### src/rtl/query_port_arbiter_pkg.sv
// Shared pipeline definitions: status encodings seen by the read RAM and lookup field widths.
package query_port_arbiter_pkg;

  typedef enum logic [5:0] {
    FInit  = 6'd0,
    FRun   = 6'd1,
    FBreak = 6'd2,
    BInit  = 6'd3,
    BRun   = 6'd4,
    Done   = 6'h3F
  } status_e;

  localparam int unsigned PosW   = 7;
  localparam int unsigned ReadW  = 9;
  localparam int unsigned ByteW  = 8;
  localparam int unsigned CountW = 16;

  localparam logic [ByteW-1:0] RspIdle = 8'hFF;

endpackage

### src/rtl/rr_arbiter.sv
// Round-robin selector: one-hot grant to the first asserted request at or after ptr.
module rr_arbiter #(
  parameter int unsigned NUM_REQ = 4,
  parameter int unsigned IDX_W   = 2
) (
  input  logic [NUM_REQ-1:0] req,
  input  logic [IDX_W-1:0]   ptr,
  output logic [NUM_REQ-1:0] gnt,
  output logic [IDX_W-1:0]   gnt_idx,
  output logic               gnt_valid
);

  int unsigned idx;

  always_comb begin
    gnt       = '0;
    gnt_idx   = '0;
    gnt_valid = 1'b0;
    idx       = 0;
    for (int unsigned k = 0; k < NUM_REQ; k++) begin
      idx = (32'(ptr) + k) % NUM_REQ;
      if (!gnt_valid && req[idx]) begin
        gnt[idx]  = 1'b1;
        gnt_idx   = idx[IDX_W-1:0];
        gnt_valid = 1'b1;
      end
    end
  end

endmodule

### src/rtl/query_port_arbiter.sv
// Shares the read-query port among NUM_REQ requesters with zero-latency round-robin issue and
// routes each RAM byte back to its requester LAT cycles later.
module query_port_arbiter
  import query_port_arbiter_pkg::*;
#(
  parameter int unsigned NUM_REQ = 4,
  parameter int unsigned LAT     = 3
) (
  input  logic                     clk,
  input  logic                     reset_n,
  input  logic [NUM_REQ-1:0]       req_valid,
  input  logic [NUM_REQ*PosW-1:0]  req_position,
  input  logic [NUM_REQ*ReadW-1:0] req_read_num,
  output logic [NUM_REQ-1:0]       req_ready,
  output logic [5:0]               status_query,
  output logic [PosW-1:0]          query_position,
  output logic [ReadW-1:0]         query_read_num,
  input  logic [ByteW-1:0]         new_read_query,
  output logic [NUM_REQ-1:0]       rsp_valid,
  output logic [ByteW-1:0]         rsp_query,
  output logic [CountW-1:0]        issue_count
);

  localparam int unsigned IdxW = (NUM_REQ > 1) ? $clog2(NUM_REQ) : 1;

  typedef struct packed {
    logic            valid;
    logic [IdxW-1:0] id;
  } stage_t;

  stage_t [LAT-1:0]   pipe_q, pipe_d;
  logic [IdxW-1:0]    rr_ptr_q, rr_ptr_d;
  logic [NUM_REQ-1:0] outstanding_q, outstanding_d;
  logic [CountW-1:0]  issue_count_q, issue_count_d;

  logic [NUM_REQ-1:0] eligible;
  logic [NUM_REQ-1:0] gnt;
  logic [IdxW-1:0]    gnt_idx;
  logic               issue;
  logic               rsp_fire;

  // Gating eligibility with reset_n keeps every issue-side output in its idle state during reset.
  assign eligible = req_valid & ~outstanding_q & {NUM_REQ{reset_n}};

  rr_arbiter #(
    .NUM_REQ (NUM_REQ),
    .IDX_W   (IdxW)
  ) u_rr_arbiter (
    .req       (eligible),
    .ptr       (rr_ptr_q),
    .gnt       (gnt),
    .gnt_idx   (gnt_idx),
    .gnt_valid (issue)
  );

  assign rsp_fire = reset_n && pipe_q[LAT-1].valid;

  always_comb begin
    req_ready      = gnt;
    status_query   = issue ? BRun : Done;
    query_position = '0;
    query_read_num = '0;
    if (issue) begin
      query_position = req_position[PosW*32'(gnt_idx) +: PosW];
      query_read_num = req_read_num[ReadW*32'(gnt_idx) +: ReadW];
    end
  end

  always_comb begin
    rsp_valid = '0;
    rsp_query = RspIdle;
    if (rsp_fire) begin
      rsp_valid[pipe_q[LAT-1].id] = 1'b1;
      rsp_query                   = new_read_query;
    end
  end

  assign issue_count = issue_count_q;

  always_comb begin
    pipe_d          = '0;
    pipe_d[0].valid = issue;
    pipe_d[0].id    = gnt_idx;
    for (int unsigned s = 1; s < LAT; s++) begin
      pipe_d[s] = pipe_q[s-1];
    end

    // A requester's bit stays set through its response cycle, so re-grant waits one more cycle.
    outstanding_d = outstanding_q;
    if (rsp_fire) begin
      outstanding_d[pipe_q[LAT-1].id] = 1'b0;
    end
    if (issue) begin
      outstanding_d = outstanding_d | gnt;
    end

    rr_ptr_d = rr_ptr_q;
    if (issue) begin
      rr_ptr_d = (gnt_idx == IdxW'(NUM_REQ - 1)) ? '0 : gnt_idx + IdxW'(1);
    end

    issue_count_d = issue_count_q;
    if (issue && (issue_count_q != '1)) begin
      issue_count_d = issue_count_q + CountW'(1);
    end
  end

  always_ff @(posedge clk) begin
    if (!reset_n) begin
      pipe_q        <= '0;
      rr_ptr_q      <= '0;
      outstanding_q <= '0;
      issue_count_q <= '0;
    end else begin
      pipe_q        <= pipe_d;
      rr_ptr_q      <= rr_ptr_d;
      outstanding_q <= outstanding_d;
      issue_count_q <= issue_count_d;
    end
  end

endmodule

### config.mk
export PLATFORM = sky130hd
export DESIGN_NAME = query_port_arbiter
export DESIGN_NICKNAME = d
export VERILOG_FILES = /design/src/rtl/query_port_arbiter_pkg.sv /design/src/rtl/rr_arbiter.sv /design/src/rtl/query_port_arbiter.sv
export SDC_FILE = /design/constraint.sdc
export NUM_CORES = 1
export LEC_CHECK = 0
export BUFFER_PORTS_ARGS = -buffer_cell sky130_fd_sc_hd__buf_2
export CAP_MARGIN = 5
export CELL_PAD_IN_SITES_DETAIL_PLACEMENT = 1
export CELL_PAD_IN_SITES_GLOBAL_PLACEMENT = 2
export CORE_MARGIN = 2
export CORE_UTILIZATION = 23
export CTS_CLUSTER_SIZE = 10
export DETAILED_ROUTE_END_ITERATION = 7
export PLACE_DENSITY_LB_ADDON = 0.1
export SETUP_SLACK_MARGIN = 0.15
export SYNTH_ARGS = -nofsm -noshare
export SYNTH_HDL_FRONTEND = slang
export SYNTH_HIERARCHICAL = 1
export SYNTH_SLANG_ARGS = --single-unit
### constraint.sdc
create_clock -name clk -period 3.5 [get_ports clk]
set_clock_uncertainty 0.2 [all_clocks]
set_input_delay 0.175 -clock clk [delete_from_list [all_inputs] [get_ports clk]]
set_output_delay 0.175 -clock clk [all_outputs]
set_load 0.02 [all_outputs]
==> metrics.yaml <==
routing:
  drt-met1-wl_um: 3520
  route.met3.wl_um: 540
  postRouteAntennaNets: 0
  first_pass_iters: 4
  drt_iter0_drc: 56
  top_layer_used: "met4"
  via_per_inst: 4.74
  dr_total_vias: 2463
  drcViolationCount: 0
  wl_met2_um: 3890
  wire_per_inst_um: 15.5
  wirelength_um: 8040
global_route:
  gr-total-overflow: 0
  grt_pass1_vias: 2517
  groute.usage.overall: 0.135
  grt_max_degree: 32
  antenna_found_initial: 0
  grt_pass1_wl_um: 12200
synth:
  ys.warnings.count: 6
  synth_edf_count: 0
  syn-mean-instance-area_sq_um: 9.70
  synth_cells: 249
  yosysUniqueCellTypes: 52
  syn_nets: 334
  synth_flop_cell: "dfxtp_1"
  ys_ff_latch: 31
  syn-cell-area_sq_um: 2420
  ys_seq_area_frac: 0.257
  synthArstFlopShare: 0
place:
  place_area_sq_um: 3220
  place.gp.congestion: 0.717
  portBuffers: 130
  hpwl_um: 6190
critical_path:
  worstSetupPathType: "reg -> out"
  cpMaxStageDelayCell: "mux4_2"
  path_max_fanout: 8
  arrival_ps: 2990
  start_kind: "register"
  worst-r2r-cell-count: 10
  cp_cell_sequence: "inv_1, and3_4, mux4_2, nor2b_2, nor2_2, o31ai_4, buf_12, clkbuf_16, mux4_2, and2_4, buf_6"
  cp_common_cell: "mux4_2"
  slowest_delay_ps: 550
  r2r_end: "issue_count[9]"
  crit_required_ps: 3120
  worstSetupEndpointType: "output pin"
  r2r_start: "rr_ptr_q[1]"
  r2r_setup_slack_ps: 570
clock_tree:
  numCtsBuffers: 5
  cts_sinks: 31
  htreeDepth: 2
  cts_hold_buf: 0
  path_clk_slew_ps: 70
  clock_path_buffers: 2
  cts_tree: "yes"
  cts_root_buffer: "clkbuf_8"
  clk_latency_ps: 280
layout:
  nNetsFinal: 468
  fillCellCount: 1243
  final_layout_size_suffix_gt1_frac: 0.578
  diodes: 0
  utilization: 0.350
  design_area_sq_um: 3600
  syn_to_final_growth_pct: 49.0
timing:
  fin_crit_sh: 0.961
  tns_ps: 0
  finalHoldViolCount: 0
  setup_viol: 0
  final_max_slew_viol_count: 0
  rsz0062_at_grt: "true"
  finalWorstPathRequiredPeriod_ps: 3360
  max_freq_mhz: 297
floorplanning:
  rows: 37
  dieHeight_um: 106
  io_pins: 132
  core_area_sq_um: 10300
  floorplan.initialDensity: 0.235
  die-area_sq_um: 11300
  die_x_um: 106
min_path:
  holdPathStages: 2
  min_from: "reset_n"
  hold_class: "in -> reg"
  min_to: "outstanding_q[0]"
power_and_ir_drop:
  peakVddDrop_mv: 0.473
  p_leak_nw: 1.58
  p_per_area_nw_per_um2: 938
status:
  outcome: "complete, no violations"
job:
  maxCapViolCount: 0
[Yosys cell counts (all sizes together), types with 2 or more instances]
master,number,area (sq um)
a21boi,2,15.0
nor2,14,52.6
a211oi,2,15.0
and2,28,175
nand3,9,50.1
mux2i,6,60.1
and3b,3,26.3
a31oi,7,43.8
a21oi,3,15.0
inv,10,37.5
and3,3,20.0
nor3,7,45.0
o21ai,11,55.1
buf,12,92.6
o31ai,2,15.0
nor4,2,12.5
mux4,20,458
nand4,5,61.3
or2,8,50.1
clkbuf,8,30.0
nand2,9,33.8
ha,7,87.6
dfxtp,31,621
nor3b,3,22.5
o41ai,3,45.1
nor2b,4,25.0
a22oi,8,60.1
nand2b,6,37.5
[worst max-delay path by stage]
stage | slack [ps] | depth (start not counted) | from | endpoint
global placement | 280 | 11 | rr_ptr_q[1] | query_read_num[6]
detailed placement | 230 | 10 | reset_n | query_read_num[2]
floorplan | 200 | 12 | rr_ptr_q[0] | query_read_num[0]
finish | 140 | 11 | outstanding_q[1] | query_read_num[4]
CTS | 140 | 10 | outstanding_q[1] | query_read_num[2]
global route | 50 | 10 | outstanding_q[2] | query_position[5]
[logic make-up (layout without fill, tap and decap cells)]
| kind of cell | count (synthesis) | after routing | synth area share |
|---|---|---|---|
| buffers and inverters | 30 | 165 | 0.0663 |
| flip-flops | 31 | 31 | 0.257 |
| other | 1 | 1 | 0.00155 |
| AND/OR/NAND/NOR | 106 | 106 | 0.278 |
| multiplexers | 27 | 27 | 0.219 |
| XOR/XNOR | 1 | 1 | 0.00363 |
| AO/OA/AOI/OAI | 46 | 46 | 0.138 |
| adder cells (fa/ha/maj) | 7 | 7 | 0.0362 |
[critical path: cells and delay by family, from the launching register on]
family,cells,cell delay (ps)
buffers and inverters,4,490
multiplexers,2,1040
AND/OR/NAND/NOR,4,580
AO/OA/AOI/OAI,1,280
flip-flops,1,310
[metal layers]
layer / track usage / vias to the layer above
li1: - / 1187
met1: 0.170 / 1176
met2: 0.228 / 91
met3: 0.0374 / 9
met4: 0.0362 / 0
met5: 0 / -
[area by class of cell]
type,count,area [sq um],share of cell area
multi-input combinational,188,1720,0.477
clock buffer,8,100,0.0278
timing repair buffer,147,946,0.263
inverter,10,37.5,0.0104
sequential,31,628,0.174
tap,136,170,0.0473
[power breakdown]
group	internal [W]	leakage, nW	switching (W)
combinational	0.00140	1.28	0.00120
sequential	0.000423	0.254	0.0000361
clock	0.000179	0.0515	0.000136
total	0.00201	1.58	0.00137
[per-stage QoR]
stage               power (W)  hold slack, ps  setup WS [ps]  instances
floorplan             0.00192             212            195        249
global placement      0.00247             214            276        506
detailed placement    0.00246             224            233        506
CTS                   0.00285            42.2            143        516
global route          0.00361            62.0           48.6        520
finish                0.00338            45.0            136        520
[cell usage in the layout, fill, tap and decap left out, types with 2 or more instances in the layout]
| cell type | synthesis | layout |
|---|---|---|
| clkbuf_16 | 0 | 2 |
| a31oi_1 | 7 | 7 |
| nand2b_1 | 6 | 6 |
| buf_12 | 0 | 2 |
| and3_4 | 0 | 2 |
| dfxtp_2 | 0 | 3 |
| nor3_2 | 2 | 2 |
| dfxtp_1 | 31 | 27 |
| a22oi_1 | 8 | 8 |
| nand2_1 | 9 | 9 |
| ha_1 | 7 | 6 |
| nor2b_1 | 4 | 3 |
| and3b_2 | 0 | 2 |
| buf_6 | 2 | 16 |
| nand3_1 | 8 | 8 |
| a21oi_1 | 3 | 3 |
| inv_1 | 10 | 9 |
| nor4_1 | 2 | 2 |
| a211oi_1 | 2 | 2 |
| o41ai_1 | 2 | 2 |
| and2_1 | 28 | 12 |
| or2_2 | 8 | 8 |
| nand4_4 | 2 | 2 |
| mux2i_1 | 6 | 6 |
| buf_2 | 2 | 114 |
| mux4_2 | 18 | 19 |
| and2_4 | 0 | 16 |
| nor3b_1 | 3 | 3 |
| buf_4 | 8 | 12 |
| clkbuf_8 | 0 | 7 |
| nor2_1 | 14 | 13 |
| a21boi_0 | 2 | 2 |
| nand4_1 | 3 | 3 |
| nor3_1 | 5 | 5 |
| o21ai_0 | 11 | 10 |
[timing repair]
item / 4_1_cts / 5_1_grt
setup buffers: 2 / 2
pin swaps: 0 / 4
setup endpoints to repair: 16 / 16
gates resized for setup: 8 / 60
gates cloned: 0 / 2
[sequential cells by signal (all words and copies together) (netlist names)]
register / count
outstanding_q: 4
pipe_q: 3
rr_ptr_q: 2
issue_count: 16
pipe_d: 6
No activity file was read; power rests on OpenSTA's default activity.
